<file path="config.mk">
export PLATFORM = sky130hd
export DESIGN_NAME = poly_phase_accumulator_flat
export DESIGN_NICKNAME = d
export VERILOG_FILES = /design/src/rtl/poly_phase_accumulator_if.sv /design/src/rtl/poly_phase_accumulator.sv /design/src/flat_wrapper.sv
export SDC_FILE = /design/constraint.sdc
export NUM_CORES = 1
export LEC_CHECK = 0
export CORE_MARGIN = 8
export CORE_UTILIZATION = 65
export CTS_BUF_LIST = sky130_fd_sc_hd__clkbuf_16
export CTS_CLUSTER_SIZE = 10
export DETAILED_ROUTE_END_ITERATION = 7
export PLACE_DENSITY = 0.83
export RECOVER_POWER = 50
export SYNTH_ARGS = -nofsm -noshare
export SYNTH_HDL_FRONTEND = slang
export SYNTH_SLANG_ARGS = --single-unit
export TNS_END_PERCENT = 1
</file>
<file path="constraint.sdc">
create_clock -name clk_in -period 7.39 [get_ports clk_in]
set_input_delay 1.1085 -clock clk_in [delete_from_list [all_inputs] [get_ports clk_in]]
set_output_delay 1.1085 -clock clk_in [all_outputs]
set_load 0.02 [all_outputs]
</file>
<file path="src/rtl/poly_phase_accumulator_if.sv">
`default_nettype none
// ============================================================================
// Module   : poly_phase_accumulator_if
// Brief    : Note command channel (valid/ready handshake) for the phase bank.
// Revision : 1.0 - initial release
// ============================================================================
interface poly_phase_accumulator_if;
    logic       note_valid_in;
    logic       note_on_in;
    logic [6:0] note_value_in;
    logic       note_ready_out;

    modport master (
        output note_valid_in,
        output note_on_in,
        output note_value_in,
        input  note_ready_out
    );

    modport slave (
        input  note_valid_in,
        input  note_on_in,
        input  note_value_in,
        output note_ready_out
    );
endinterface
`default_nettype wire

</file>
<file path="src/rtl/poly_phase_accumulator.sv">
`default_nettype none
// ============================================================================
// Module   : poly_phase_accumulator
// Brief    : Polyphonic NCO phase bank with MIDI note-to-voice allocation.
// Revision : 1.0 - initial release
// ============================================================================
module poly_phase_accumulator #(
    parameter int NUM_VOICES = 4,
    parameter int PHASE_W    = 32,
    parameter int UPDATE_HZ  = 48000
) (
    input  wire logic                          clk_in,
    input  wire logic                          rst_n_in,
    poly_phase_accumulator_if.slave            note_if,
    input  wire logic                          sample_tick_in,
    output logic [NUM_VOICES*PHASE_W-1:0]      phase_out,
    output logic [NUM_VOICES-1:0]              voice_active_out,
    output logic                               phase_valid_out,
    output logic                               overrun_out
);
    localparam int                 c_IDX_W    = $clog2(NUM_VOICES);
    localparam logic [c_IDX_W-1:0] c_LAST_IDX = c_IDX_W'(NUM_VOICES - 1);

    // Octave-5 (notes 60..71) increment; other octaves are shifts of these.
    function automatic logic [PHASE_W-1:0] base_inc(input int semi);
        real freq;
        real scale;
        logic [PHASE_W-1:0] result;
        scale = 1.0;
        for (int i = 0; i < PHASE_W; i++) scale = scale * 2.0;
        if (semi > 11) begin
            result = '0;
        end else begin
            freq   = 440.0 * (2.0 ** (real'(semi - 9) / 12.0));
            result = PHASE_W'(longint'(freq * scale / real'(UPDATE_HZ)));
        end
        return result;
    endfunction

    typedef enum logic [1:0] {
        ST_IDLE   = 2'd0,
        ST_DIVIDE = 2'd1,
        ST_ALLOC  = 2'd2
    } cmd_state_t;

    cmd_state_t          r_state;
    cmd_state_t          w_state_nxt;
    logic                r_ready;
    logic                w_accept;
    logic                r_cmd_on;
    logic [6:0]          r_cmd_note;
    logic [6:0]          r_rem;
    logic [3:0]          r_oct;

    logic [PHASE_W-1:0]  r_phase [NUM_VOICES];
    logic [PHASE_W-1:0]  r_inc   [NUM_VOICES];
    logic [6:0]          r_note  [NUM_VOICES];
    logic [NUM_VOICES-1:0] r_active;
    logic [c_IDX_W-1:0]  r_steal;

    logic                w_hit;
    logic                w_free;
    logic [c_IDX_W-1:0]  w_hit_idx;
    logic [c_IDX_W-1:0]  w_free_idx;
    logic [c_IDX_W-1:0]  w_target;
    logic                w_alloc_we;
    logic                w_steal;

    logic [PHASE_W-1:0]  w_base_tab [16];
    logic [PHASE_W-1:0]  w_base;
    logic [PHASE_W-1:0]  w_inc;

    logic                r_seq_busy;
    logic [c_IDX_W-1:0]  r_seq_idx;
    logic                r_valid;
    logic                r_overrun;
    logic [PHASE_W-1:0]  w_sum;

    for (genvar g = 0; g < 16; g++) begin : g_base
        localparam logic [PHASE_W-1:0] c_BASE = base_inc(g);
        assign w_base_tab[g] = c_BASE;
    end

    assign w_accept               = note_if.note_valid_in && r_ready;
    assign note_if.note_ready_out = r_ready;

    always_ff @(posedge clk_in or negedge rst_n_in) begin
        if (!rst_n_in) begin
            r_state <= ST_IDLE;
            r_ready <= 1'b0;
        end else begin
            r_state <= w_state_nxt;
            r_ready <= (w_state_nxt == ST_IDLE);
        end
    end

    always_comb begin
        w_state_nxt = r_state;
        case (r_state)
            ST_IDLE:   if (w_accept) w_state_nxt = ST_DIVIDE;
            ST_DIVIDE: if (r_rem < 7'd12) w_state_nxt = ST_ALLOC;
            ST_ALLOC:  w_state_nxt = ST_IDLE;
            default:   w_state_nxt = ST_IDLE;
        endcase
    end

    // Repeated subtraction yields octave and semitone without a divider.
    always_ff @(posedge clk_in or negedge rst_n_in) begin
        if (!rst_n_in) begin
            r_cmd_on   <= 1'b0;
            r_cmd_note <= '0;
            r_rem      <= '0;
            r_oct      <= '0;
        end else if (r_state == ST_IDLE && w_accept) begin
            r_cmd_on   <= note_if.note_on_in;
            r_cmd_note <= note_if.note_value_in;
            r_rem      <= note_if.note_value_in;
            r_oct      <= '0;
        end else if (r_state == ST_DIVIDE && r_rem >= 7'd12) begin
            r_rem <= r_rem - 7'd12;
            r_oct <= r_oct + 4'd1;
        end
    end

    assign w_base = w_base_tab[r_rem[3:0]];
    assign w_inc  = (r_oct >= 4'd5) ? (w_base << (r_oct - 4'd5))
                                    : (w_base >> (4'd5 - r_oct));

    // Descending scan so the lowest matching index is the one kept.
    always_comb begin
        w_hit      = 1'b0;
        w_hit_idx  = '0;
        w_free     = 1'b0;
        w_free_idx = '0;
        w_target   = r_steal;
        for (int v = NUM_VOICES - 1; v >= 0; v--) begin
            if (r_active[v] && r_note[v] == r_cmd_note) begin
                w_hit     = 1'b1;
                w_hit_idx = c_IDX_W'(v);
            end
            if (!r_active[v]) begin
                w_free     = 1'b1;
                w_free_idx = c_IDX_W'(v);
            end
        end
        if (w_hit)       w_target = w_hit_idx;
        else if (w_free) w_target = w_free_idx;
        w_alloc_we = (r_state == ST_ALLOC) && (r_cmd_on || w_hit);
        w_steal    = (r_state == ST_ALLOC) && r_cmd_on && !w_hit && !w_free;
    end

    assign w_sum = r_phase[r_seq_idx] + r_inc[r_seq_idx];

    always_ff @(posedge clk_in or negedge rst_n_in) begin
        if (!rst_n_in) begin
            r_seq_busy <= 1'b0;
            r_seq_idx  <= '0;
            r_valid    <= 1'b0;
            r_overrun  <= 1'b0;
        end else begin
            r_valid <= 1'b0;
            if (sample_tick_in && r_seq_busy) r_overrun <= 1'b1;
            if (r_seq_busy) begin
                if (r_seq_idx == c_LAST_IDX) begin
                    r_seq_busy <= 1'b0;
                    r_seq_idx  <= '0;
                    r_valid    <= 1'b1;
                end else begin
                    r_seq_idx <= r_seq_idx + c_IDX_W'(1);
                end
            end else if (sample_tick_in) begin
                r_seq_busy <= 1'b1;
                r_seq_idx  <= '0;
            end
        end
    end

    // A command write to the voice under visit takes priority over its accumulate.
    always_ff @(posedge clk_in or negedge rst_n_in) begin
        if (!rst_n_in) begin
            for (int v = 0; v < NUM_VOICES; v++) begin
                r_phase[v] <= '0;
                r_inc[v]   <= '0;
                r_note[v]  <= '0;
            end
            r_active <= '0;
            r_steal  <= '0;
        end else begin
            for (int v = 0; v < NUM_VOICES; v++) begin
                if (w_alloc_we && w_target == c_IDX_W'(v)) begin
                    r_phase[v]  <= '0;
                    r_active[v] <= r_cmd_on;
                    if (r_cmd_on) begin
                        r_inc[v]  <= w_inc;
                        r_note[v] <= r_cmd_note;
                    end
                end else if (r_seq_busy && r_seq_idx == c_IDX_W'(v) && r_active[v]) begin
                    r_phase[v] <= w_sum;
                end
            end
            if (w_steal) r_steal <= (r_steal == c_LAST_IDX) ? '0 : r_steal + c_IDX_W'(1);
        end
    end

    for (genvar g = 0; g < NUM_VOICES; g++) begin : g_out
        assign phase_out[g*PHASE_W +: PHASE_W] = r_phase[g];
    end

    assign voice_active_out = r_active;
    assign phase_valid_out  = r_valid;
    assign overrun_out      = r_overrun;
endmodule
`default_nettype wire
</file>
<file path="src/flat_wrapper.sv">
// flat-port wrapper written by rule: the top's interface ports become plain ports
module poly_phase_accumulator_flat 
#(
    parameter int NUM_VOICES = 4,
    parameter int PHASE_W    = 32,
    parameter int UPDATE_HZ  = 48000
)
  (clk_in, rst_n_in, sample_tick_in, phase_out, voice_active_out, phase_valid_out, overrun_out, note_if_note_valid_in, note_if_note_on_in, note_if_note_value_in, note_if_note_ready_out);
  poly_phase_accumulator_if note_if_i ();
  input  wire logic clk_in;
  input  wire logic rst_n_in;
  input  wire logic sample_tick_in;
  output logic [NUM_VOICES*PHASE_W-1:0] phase_out;
  output logic [NUM_VOICES-1:0] voice_active_out;
  output logic phase_valid_out;
  output logic overrun_out;
  input wire logic [$bits(note_if_i.note_valid_in)-1:0] note_if_note_valid_in;
  input wire logic [$bits(note_if_i.note_on_in)-1:0] note_if_note_on_in;
  input wire logic [$bits(note_if_i.note_value_in)-1:0] note_if_note_value_in;
  output wire logic [$bits(note_if_i.note_ready_out)-1:0] note_if_note_ready_out;
  assign note_if_i.note_valid_in = note_if_note_valid_in;
  assign note_if_i.note_on_in = note_if_note_on_in;
  assign note_if_i.note_value_in = note_if_note_value_in;
  assign note_if_note_ready_out = note_if_i.note_ready_out;
  poly_phase_accumulator #(.NUM_VOICES(NUM_VOICES), .PHASE_W(PHASE_W), .UPDATE_HZ(UPDATE_HZ)) u_core (.clk_in(clk_in), .rst_n_in(rst_n_in), .note_if(note_if_i), .sample_tick_in(sample_tick_in), .phase_out(phase_out), .voice_active_out(voice_active_out), .phase_valid_out(phase_valid_out), .overrun_out(overrun_out));
endmodule
</file>
==> results of run 1 <==
## flip-flops by register name, indices dropped and copies added (netlist names)
register,cells
u_core.r_note,28
u_core.phase_valid_out,1
u_core.r_cmd_on,1
u_core.r_inc,128
u_core.r_cmd_note,7
u_core.r_state,2
u_core.note_if.note_ready_out,1
u_core.phase_out,128
u_core.r_rem,7
u_core.r_seq_idx,2
u_core.r_oct,4
u_core.overrun_out,1
u_core.r_steal,2
u_core.r_seq_busy,1
u_core.voice_active_out,4
## cells in the mapped netlist (all sizes together) (19+ instances only)
cell / count
nor3: 47
xnor2: 39
clkbuf: 108
o22ai: 28
mux4: 77
a21oi: 157
inv: 24
and3: 38
nand3: 32
buf: 52
xor2: 28
o21ai: 124
a211oi: 19
dfrtp: 317
a21o: 25
nor4: 20
ha: 47
nand2: 346
mux2i: 37
nand2b: 31
mux2: 111
nor2: 121
## layout make-up
| type | count | area (µm²) | share of cell area |
|---|---|---|---|
| multi-input combinational | 1558 | 11050 | 0.4949 |
| sequential | 317 | 7939 | 0.3554 |
| timing repair buffer | 184 | 1749 | 0.07831 |
| clock buffer | 38 | 950.9 | 0.04257 |
| tap | 390 | 488.0 | 0.02185 |
| inverter | 26 | 97.59 | 0.004369 |
| clock inverter | 11 | 58.81 | 0.002633 |
## metrics by stage
stage	area, µm²	util	instances	hold slack [ps]
2_1_floorplan	19730	-	2061	441.0
4_1_cts	22350	0.7502	2524	479.4
3_3_place_gp	21340	0.7163	2475	440.5
6_report	22340	0.7497	2524	476.6
5_1_grt	22340	0.7497	2524	502.1
3_5_place_dp	21340	0.7163	2475	467.0
## worst max-delay path, delay by kind of cell (launching register included)
| family | cells | cell delay (ps) |
|---|---|---|
| mux | 1 | 400 |
| simple gates | 4 | 760 |
| flops | 1 | 1170 |
| fa+ha+maj | 1 | 380 |
| buf+inv | 1 | 650 |
| compound gates | 4 | 2000 |
## final timing paths
check,startpoint,end,slack (ps),cells past startpoint
setup / recovery,u_core.r_seq_idx[1]$_DFFE_PN0P_,u_core.phase_out[24]$_DFFE_PN0P_,1890,11
hold / removal,u_core.r_inc[9]$_DFFE_PN0P_,u_core.r_inc[9]$_DFFE_PN0P_,480,2
setup reg to reg,u_core.r_seq_idx[1]$_DFFE_PN0P_,u_core.phase_out[24]$_DFFE_PN0P_,1890,11
hold reg to reg,u_core.r_inc[9]$_DFFE_PN0P_,u_core.r_inc[9]$_DFFE_PN0P_,480,2
max in group asynchronous,rst_n_in,u_core.r_inc[22]$_DFFE_PN0P_,2510,2
min in group asynchronous,rst_n_in,u_core.phase_out[23]$_DFFE_PN0P_,2170,1
## power breakdown
part / internal [W] / switching (W)
Clock: 0.000913 / 0.000670
Sequential: 0.00191 / 0.000245
Combinational: 0.00167 / 0.00294
Total: 0.00449 / 0.00386
## layer usage
layer / share of wire / wire length, µm
met1: 0.38 / 23950
met2: 0.48 / 29990
met3: 0.093 / 5806
met4: 0.041 / 2523
met5: 0 / 0
## kinds of logic after synthesis
kind of cell / after synthesis / synth area share
XOR/XNOR: 67 / 0.02975
AND/OR/NAND/NOR: 710 / 0.1645
multiplexers: 225 / 0.1700
buffers and inverters: 186 / 0.03907
adder cells (fa/ha/maj): 48 / 0.03082
AO/OA/AOI/OAI: 508 / 0.1637
flip-flops: 317 / 0.4021
==> reports/metrics.yaml, run 1 <==
cts.path.max_buffers: 3
root_buffer: "clkbuf_16"
cp.required_ps: 7780
layout_commonest_cell: "nand2_1"
via_count: 17460
cts_tree: "yes"
synth_cell_types: 85
syn_nets: 2121
die_x_um: 190.2
grt_start_max_net_pins: 162
cp-end-kind: "register"
numCtsBuffers: 38
nets: 2185
nFillCells: 1974
avgSynthCellArea_um2: 9.572
status: "finished with violations"
cts_resized: 0
p_per_area_mw_per_mm2: 373.9
p_leak_nw: 10.09
cpMaxStageDelayCell: "dfrtp_1"
period_share: 0.7438
initial_core_util: 0.6621
use_met3: 0.05614
hpwl_um: 43270
post_cts_buffers: 0
crit_arrival_ps: 5890
max_freq_mhz: 181.9
finalPower_w: 0.008352
ant_nets: 0
synth_edf_count: 0
hold_viol: 0
worstSetupPathType: "register to register"
startpoint_type: "register"
fin_ws_ps: 1893
antenna_found_initial: 0
setup-violations-final: 0
ios: 147
ir_drop_uv: 453.4
drc: 0
use_met2: 0.5543
ys.flop_type: "dfrtp_1"
min_period_ps: 5497
portBuffers: 146
finalClockSkew_ps: 29.77
max_stage_delay_ps: 1170
die_y_um: 190.2
synth_area_leaders: "dfrtp_1, mux4_2, nand2_1"
row_count: 63
async_reset_ff_frac: 1.000
crit_path_max_fanout: 40
gp_congestion: 0.9620
first_iter_violations: 1900
final_cell_mix: "nand2_1, dfrtp_1, a21oi_1"
rsz0062_at_grt: "no"
synth_area_mm2: 0.01973
wl_um: 62270
path_cells: "buf_4 -> mux4_2 -> ha_1 -> nand2b_1 -> a21oi_1 -> o2111ai_1 -> and4b_1 -> o41ai_1 -> a41o_1 -> nor3_1 -> nor4_1"
hp-class: "register to register"
cts.sinks: 317
fin_tns_setup_ps: 0
cts_hold_buf: 0
dr.pass1.iters: 6
synth.top_cell.area_share: 0.4021
syn-instance-count: 2061
synth_seq_cells: 317
dp_slack_ps: 2576
top_usage_layer: "met2"
grt_first_pass_wirelength_um: 97820
grt_pass1_vias: 17250
slew_viol_final: 154
die-area_mm2: 0.03618
ys.warnings.count: 0
synth-seq-area-share: 0.4021
violations: "max-capacitance violations, max-slew violations"
cap_violations: 2
routedWlPerCell_um: 24.67
clk_pin_slew_ps: 60
cts_max_level: 2
clkLatencyLatePin_ps: 520
core_mm2: 0.02980
max_slew_margin: -1.970
vias_per_cell: 6.916
grt.total_usage: 0.3377
drive_gt1_frac: 0.1331
overflow: 0
antenna_cells: 0
yosys.area.top_type: "dfrtp_1"
worstMarginPinSlew_ps: 4455
areaGrowthSynthToFinish_pct: 13.23
grt_util_met1: 0.4413
Note: power is estimated with default switching activity, not from simulation.
==> run 2: changes to the inputs <==
CORE_UTILIZATION = 54   (was 65)
PLACE_DENSITY = 0.73   (was 0.83)
clock period = 5 ns   (was 7.39 ns; I/O delays follow)
==> reports/metrics.yaml, run 2 (same netlist as run 1, synthesis figures left out) <==
vias_per_cell: 6.559
cp-end-kind: "register"
overflow: 0
first_iter_violations: 1706
layout_commonest_cell: "nand2_1"
crit_path_max_fanout: 31
startpoint_type: "register"
wl_met1_um: 25810
grt_pass1_vias: 17190
rsz0062_at_grt: "no"
crit_start: "u_core.r_seq_idx[1]$_DFFE_PN0P_"
r2r_start: "u_core.r_seq_idx[1]$_DFFE_PN0P_"
cp_common_cell: "a31oi_1"
max_slew_margin: -1.036
grt_start_max_net_pins: 121
ios: 147
cap_violations: 2
cp.required_ps: 5460
portBuffers: 146
cts_hold_buf: 0
grt_first_pass_wirelength_um: 101900
antenna_cells: 0
numCtsBuffers: 38
cts_resized: 0
antenna_found_initial: 0
clk_pin_slew_ps: 60
cpMaxStageDelayCell: "dfrtp_2"
cts_tree: "yes"
nets: 2200
dr.max_layer_used: "met4"
hp-class: "register to register"
crit_arrival_ps: 4800
period_share: 0.8676
core_mm2: 0.03626
routedWlPerCell_um: 24.57
worstMarginPinSlew_ps: 3054
violations: "max-capacitance violations, max-slew violations"
die_x_um: 207.1
areaGrowthSynthToFinish_pct: 14.60
die_y_um: 207.1
die-area_mm2: 0.04290
wl_met3_um: 5084
worstSetupPathType: "register to register"
slew_viol_final: 178
post_cts_buffers: 0
via_count: 17170
setup-violations-final: 0
finalClockSkew_ps: 22.41
clkLatencyLatePin_ps: 540
p_leak_nw: 10.20
cts.path.max_buffers: 3
cts.sinks: 317
fin_tns_setup_ps: 0
path_cells: "buf_12 -> mux4_2 -> ha_1 -> and2_1 -> nand3_1 -> o2111ai_1 -> a21oi_1 -> o31ai_1 -> a31oi_1 -> or4_1 -> a31oi_1"
drive_gt1_frac: 0.1400
max_stage_delay_ps: 850
cts_max_level: 2
drc: 0
met2_length_um: 31370
root_buffer: "clkbuf_16"
p_per_area_mw_per_mm2: 556.1
wl_um: 64320
initial_core_util: 0.5441
final_cell_mix: "nand2_1, dfrtp_1, a21oi_1"
gp_congestion: 0.9598
status: "finished with violations"
row_count: 70
ant_nets: 0
grt.total_usage: 0.2944
hold_viol: 0
ir_drop_uv: 541.6
dr.pass1.iters: 6
min_period_ps: 4338
hold_start: "u_core.overrun_out$_DFFE_PN0P_"
hpwl_um: 45690
max_freq_mhz: 230.5
holdWs_ps: 450.0
==> run 2: cell types whose count changed in the layout (fill, tap and decap cells not counted), sizes merged <==
cell	previous run	this run
buf	37	50
clkbuf	40	43
clkdlybuf4s50	97	93
clkinvlp	1	0
dlygate4sd3	48	52
inv	31	32
==> run 2: per-stage QoR <==
stage	setup WS [ps]	instances	instance area, µm²	util	total power [W]
2_1_floorplan	904.3	2061	19730	-	0.007831
3_3_place_gp	746.0	2568	21600	0.5957	0.009970
3_5_place_dp	711.5	2568	21600	0.5957	0.01002
4_1_cts	696.7	2618	22640	0.6244	0.01248
5_1_grt	336.0	2618	22610	0.6235	0.01325
6_report	661.9	2618	22610	0.6235	0.01257
==> run 2: path summary, 6_finish.rpt <==
kind                       slack (ps)                                 to  cells after the start
max                               660  u_core.phase_out[127]$_DFFE_PN0P_                     11
min                               450     u_core.overrun_out$_DFFE_PN0P_                      1
max reg2reg                       660  u_core.phase_out[127]$_DFFE_PN0P_                     11
min reg2reg                       450     u_core.overrun_out$_DFFE_PN0P_                      1
max in group asynchronous        1060        u_core.r_oct[0]$_DFFE_PN0P_                      2
min in group asynchronous        1200   u_core.phase_out[17]$_DFFE_PN0P_                      1
==> run 2: power by group <==
part / switching [W] / internal [W]
Combinational: 0.00436 / 0.00254
Clock: 0.00104 / 0.00139
Sequential: 0.000434 / 0.00282
Total: 0.00583 / 0.00674
==> run 2: area by class of cell <==
type                    instances  area, µm²
flip-flops and latches        317       7939
well taps                     468      585.6
clock buffers                  39      975.9
fillers                      3022      13650
multi-input cells            1558      11050
repair buffers                199       1897
inverters                      26      97.59
clock inverters                11      63.81
==> run 2: routing by layer <==
layer / track usage / vias up
met2: 0.4954 / 839
li1: - / 7644
met4: 0.1013 / 0
met1: 0.3818 / 8562
met5: 0 / -
met3: 0.04997 / 126
==> run 2: worst max-delay path: cells and delay by family, from the launching register on <==
kind	cells	cell delay (ps)
AND/OR/NAND/NOR	3	980
multiplexers	1	330
adder cells (fa/ha/maj)	1	430
AO/OA/AOI/OAI	5	1320
flip-flops	1	850
buffers and inverters	1	300
